--- src/rtl/cle_response_seq.sv ---
// Challenge/response sequencer for the cartridge-lock path: LFSR-driven response bits, key-sequence unlock.
// Optional idle timeout in CHAL is enabled by defining CLE_SEQ_TIMEOUT_EN.
module cle_response_seq #(
   parameter int unsigned          STATE_W     = 6,
   parameter int unsigned          ADDR_W      = 14,
   parameter logic [1:0]           WIN_HI      = 2'b01,
   parameter logic [STATE_W-1:0]   POLY        = 6'b110000,
   parameter logic [STATE_W-1:0]   SEED        = 6'b000001,
   parameter int unsigned          KEY_LEN     = 4,
   parameter logic [3:0]           START_NIB   = 4'h2,
   parameter logic [STATE_W-1:0]   OUT_MASK0   = 6'b101001,
   parameter logic [STATE_W-1:0]   OUT_MASK1   = 6'b010110,
   parameter int unsigned          TIMEOUT_CYC = 255
) (
   input  logic               clk,
   input  logic               rst_n,
   input  logic               cyc,
   input  logic               sel_n,
   input  logic [ADDR_W-1:0]  addr,
   input  logic               rd_wr,
   output logic [1:0]         rd_data,
   output logic               rd_oe,
   output logic [STATE_W-1:0] state_o,
   output logic               locked
);

   localparam int unsigned CNT_W = $clog2(KEY_LEN) + 1;
   localparam logic [CNT_W-1:0] CNT_LAST = CNT_W'(KEY_LEN - 1);

   typedef enum logic [1:0] {IDLE, CHAL, OPEN} state_t;

   state_t             state, state_nx;
   logic [STATE_W-1:0] s, s_nx, s_step;
   logic [CNT_W-1:0]   cnt, cnt_nx;
   logic               qual, qrd, qwr;
   logic [3:0]         nib;

   assign qual = cyc & ~sel_n & (addr[ADDR_W-1:ADDR_W-2] == WIN_HI);
   assign qrd  = qual & rd_wr;
   assign qwr  = qual & ~rd_wr;
   assign nib  = addr[7:4];

   // An all-zero state would lock the LFSR up; recover straight to SEED.
   assign s_step = (s == '0) ? SEED : {s[STATE_W-2:0], ^(s & POLY)};

   assign rd_data = {^(s & OUT_MASK1), ^(s & OUT_MASK0)};
   assign rd_oe   = qrd;
   assign state_o = s;
   assign locked  = (state != OPEN);

`ifdef CLE_SEQ_TIMEOUT_EN
   localparam int unsigned TO_W = $clog2(TIMEOUT_CYC + 1);
   localparam logic [TO_W-1:0] TO_LAST = TO_W'(TIMEOUT_CYC - 1);

   logic [TO_W-1:0] tcnt, tcnt_nx;
   logic            timeout;

   assign timeout = (state == CHAL) && !qual && (tcnt == TO_LAST);
   assign tcnt_nx = (state_nx == CHAL && !qual) ? tcnt + 1'b1 : '0;

   always_ff @(posedge clk or negedge rst_n) begin
      if (!rst_n) tcnt <= '0;
      else        tcnt <= tcnt_nx;
   end

   logic unused_bits;
   assign unused_bits = ^addr;
`else
   logic timeout;
   assign timeout = 1'b0;

   logic unused_bits;
   assign unused_bits = ^{addr, TIMEOUT_CYC};
`endif

   always_ff @(posedge clk or negedge rst_n) begin
      if (!rst_n) begin
         state <= IDLE;
         s     <= SEED;
         cnt   <= '0;
      end else begin
         state <= state_nx;
         s     <= s_nx;
         cnt   <= cnt_nx;
      end
   end

   always_comb begin
      state_nx = state;
      s_nx     = s;
      cnt_nx   = cnt;
      case (state)
         IDLE: begin
            if (qrd && nib == START_NIB) begin
               state_nx = CHAL;
               s_nx     = s_step;
               cnt_nx   = '0;
            end
         end
         CHAL: begin
            if (qrd) begin
               if (nib == s[3:0]) begin
                  s_nx = s_step;
                  if (cnt == CNT_LAST) state_nx = OPEN;
                  else                 cnt_nx   = cnt + 1'b1;
               end else begin
                  state_nx = IDLE;
                  s_nx     = SEED;
                  cnt_nx   = '0;
               end
            end else if (timeout) begin
               state_nx = IDLE;
               s_nx     = SEED;
               cnt_nx   = '0;
            end
         end
         OPEN: begin
            if (qrd) begin
               s_nx = s_step;
            end else if (qwr && nib == 4'hF) begin
               state_nx = IDLE;
               s_nx     = SEED;
               cnt_nx   = '0;
            end
         end
         default: begin
            state_nx = IDLE;
            s_nx     = SEED;
            cnt_nx   = '0;
         end
      endcase
   end

endmodule
--- config.mk ---
export PLATFORM = sky130hd
export DESIGN_NAME = cle_response_seq
export DESIGN_NICKNAME = d
export VERILOG_FILES = /design/src/rtl/cle_response_seq.sv
export SDC_FILE = /design/constraint.sdc
export NUM_CORES = 1
export LEC_CHECK = 0
export CAP_MARGIN = 10
export CORE_MARGIN = 2
export CORE_UTILIZATION = 42
export DETAILED_ROUTE_END_ITERATION = 8
export GPL_TIMING_DRIVEN = 0
export PLACE_DENSITY = 0.86
export SYNTH_ARGS = -nofsm -noshare
export SYNTH_HDL_FRONTEND = slang
export SYNTH_SLANG_ARGS = --single-unit
--- constraint.sdc ---
create_clock -name clk -period 1.7 [get_ports clk]
set_input_delay 0.34 -clock clk [delete_from_list [all_inputs] [get_ports clk]]
set_output_delay 0.34 -clock clk [all_outputs]
set_load 0.01 [all_outputs]
==> results.py <==
metrics = {
    "run_status": {
        "outcome": "complete, no violations",
    },
    "clock_tree": {
        "postCtsHoldBufs": 0,
        "cts.sinks": 11,
        "cts_buffers": 3,
        "cts_tree": "yes",
        "cts-htree-levels": 1,
        "cts-root-buf": "clkbuf_4",
        "cts.clk_slew.worst_paths_ps": 70,
        "clk_latency_ps": 260,
        "max-clock-path-buffers": 2,
    },
    "sta": {
        "setup_viol": 0,
        "max_slew_margin": 0.6552,
        "maxSlewViolCount": 0,
        "period_minus_slack_ps": 1656,
        "hold_violations": 0,
        "finClkSkew_ps": 5.199,
        "worstMarginPinSlew_ps": 515.5,
        "fin_crit_sh": 0.9739,
        "setup_slack_ps": 44.35,
        "timing.hold.ws_ps": 417.4,
        "rsz0062_at_grt": "true",
        "clock.fmax_mhz": 604.0,
    },
    "logic_synthesis": {
        "synth-simple-area-share": 0.2255,
        "yosys-mux-area-fraction": 0,
        "synth_top_family_by_area": "simple AND/OR/NAND/NOR gates",
        "avgSynthCellArea_um2": 9.673,
        "synth_fa_ha_area_frac": 0.04975,
        "synth_top_area_cell": "dfrtp_1",
        "synth-seq-area-share": 0.3665,
        "synth_compound_area_frac": 0.2206,
        "synth_xor_area_frac": 0.09287,
        "synth.area.top_cells": "dfrtp_1 33%, xnor2_1 9.3%, ha_1 5.0%",
        "syn_area_um2": 754.5,
        "synth_warnings": 0,
        "synth_seq_cells": 11,
        "synth_top_area_frac": 0.3317,
        "yosysUniqueCellTypes": 33,
        "syn_nets": 100,
        "syn-instance-count": 78,
    },
    "grt": {
        "grt_pass1_wl_mm": 3.180,
        "gr-total-overflow": 0,
        "grt_pass1_vias": 775,
        "grtUsageTotal": 0.2098,
        "antenna_found_initial": 0,
        "grt_max_degree": 12,
    },
    "min_path": {
        "hold_class": "in -> async",
    },
    "placement": {
        "port_buffers": 20,
        "hpwl_mm": 1.397,
        "dpl_worst_slack_ps": -681.0,
        "placed_area_um2": 985.9,
        "gp_congestion": 0.8649,
    },
    "routing": {
        "drc": 0,
        "vias_per_cell": 5.545,
        "drtIter0Drc": 11,
        "dr.pass1.iters": 4,
        "detail-route-antenna-nets": 0,
        "num_vias": 743,
        "wl_mm": 2.007,
        "wl_per_cell_um": 14.98,
    },
    "finish": {
        "fin_nets": 132,
        "fin_area_mm2": 0.001131,
        "utilization": 0.6623,
        "syn2layout_area_growth_pct": 49.92,
        "drive_gt1_frac": 0.3670,
        "antenna_cells": 0,
    },
    "worst_setup_path": {
        "critical_path_class": "reg -> out",
        "arrival_ps": 1320,
        "worstPathMaxFanout": 5,
        "cp-end-kind": "primary output",
        "r2r_end": "cnt[1]$_DFFE_PN0P_",
        "startpoint_type": "flop",
        "crit_required_ps": 1360,
        "cp_top_family": "buffers and inverters",
        "slowest_stage": "clkdlybuf4s50_1",
        "timing.rr.start": "state_o[0]$_DFFE_PN1P_",
        "crit_path_cell_trace": "clkdlybuf4s50_1",
        "r2r_cells": 6,
        "critPathMaxStageDelay_ps": 590,
        "crit_buf_inv": 1,
        "r2r_slack_ps": 80,
    },
    "floorplanning": {
        "dieArea_mm2": 0.002152,
        "std_cell_rows": 15,
        "io_pins": 29,
        "die_w_um": 46.39,
        "core_mm2": 0.001708,
        "die_h_um": 46.39,
        "initial_utilization": 0.4418,
    },
    "pwr": {
        "peakVddDrop_mv": 0.5211,
        "cellLeakagePower_nw": 0.4576,
        "power_density_mw_per_mm2": 536.9,
        "power_mw": 0.6072,
    },
    "run": {
        "drv_cap": 0,
    },
}
-- what timing repair did --
action,CTS,global route
gates resized for setup,40,11
endpoints found under the hold margin,0,0
buffers inserted,7,2
setup endpoints to repair,15,10
pin swaps,8,4
-- cells in the mapped netlist (all sizes together) --
| cell | count |
|---|---|
| a21o | 1 |
| a22o | 4 |
| a32oi | 3 |
| and2 | 1 |
| and4bb | 1 |
| buf | 1 |
| clkbuf | 1 |
| dfrtp | 10 |
| dfstp | 1 |
| ha | 3 |
| inv | 7 |
| nand2 | 8 |
| nand2b | 2 |
| nand3 | 7 |
| nand4 | 1 |
| nand4b | 1 |
| nor2 | 2 |
| nor2b | 1 |
| nor3 | 2 |
| nor4 | 1 |
| o21ai | 2 |
| o21bai | 2 |
| o221ai | 1 |
| o22ai | 1 |
| o311ai | 3 |
| o31ai | 1 |
| o41ai | 1 |
| or4b | 1 |
| xnor2 | 8 |
-- cells by family after synthesis --
| group | after synthesis |
|---|---|
| simple gates | 28 |
| compound gates | 19 |
| flops | 11 |
| buf+inv | 9 |
| xor+xnor | 8 |
| fa+ha+maj | 3 |
-- worst max-delay path by stage --
stage,start,to,slack (ps),depth (start not counted)
floorplan,addr[4],cnt[1]$_DFFE_PN0P_,60,5
global placement,rd_wr,cnt[1]$_DFFE_PN0P_,-630,6
detailed placement,rd_wr,cnt[1]$_DFFE_PN0P_,-680,6
CTS,state_o[0]$_DFFE_PN1P_,cnt[0]$_DFFE_PN0P_,-20,5
global route,addr[6],cnt[1]$_DFFE_PN0P_,-6,6
finish,state_o[4]$_DFFE_PN0P_,state_o[4],40,1
-- per-layer routing --
layer / vias up / GRT usage / share of wire
met1: 356 / 0.2444 / 0.41
met5: - / 0 / 0
met3: 8 / 0.03529 / 0.052
li1: 352 / - / -
met2: 27 / 0.3611 / 0.51
met4: 0 / 0.1143 / 0.025
-- metrics by stage --
stage	std cells	TNS (ps)
after detailed placement	123	-6650
after global routing	134	-6.472
after floorplan	78	0
after CTS	132	-22.71
after global placement	123	-6054
final	134	0
-- cell type report --
class                           count  area, um^2
Sequential cell                    11       282.8
Clock buffer                        4       26.28
Tap cell                           25       31.28
Timing Repair Buffer               29       234.0
Fill cell                         139       576.8
Inverter                            7       26.28
Multi-Input combinational cell     58       530.5
-- placed cells by master (no fill, tap or decap), types with 2 or more instances in the layout --
cell type and instances:
buf_4 8, inv_1 7, nand2_1 7, xnor2_1 7, dlygate4sd2_1 7, nand3_1 6
clkdlybuf4s50_1 6, dfrtp_1 5, dfrtp_2 5, a22o_1 4, ha_1 3, clkbuf_4 3
clkbuf_2 3, buf_2 3, nor2_1 2, o21ai_0 2
-- power breakdown --
part / switching (mW) / internal [mW]
sequential: 0.0161 / 0.272
clock: 0.0814 / 0.0905
combinational: 0.0716 / 0.0751
-- state kept, by name, summed over array words and instances (netlist names) --
| signal | count |
|---|---|
| state_o | 6 |
| cnt | 3 |
| state | 2 |
No activity file was read; power rests on OpenSTA's default activity.
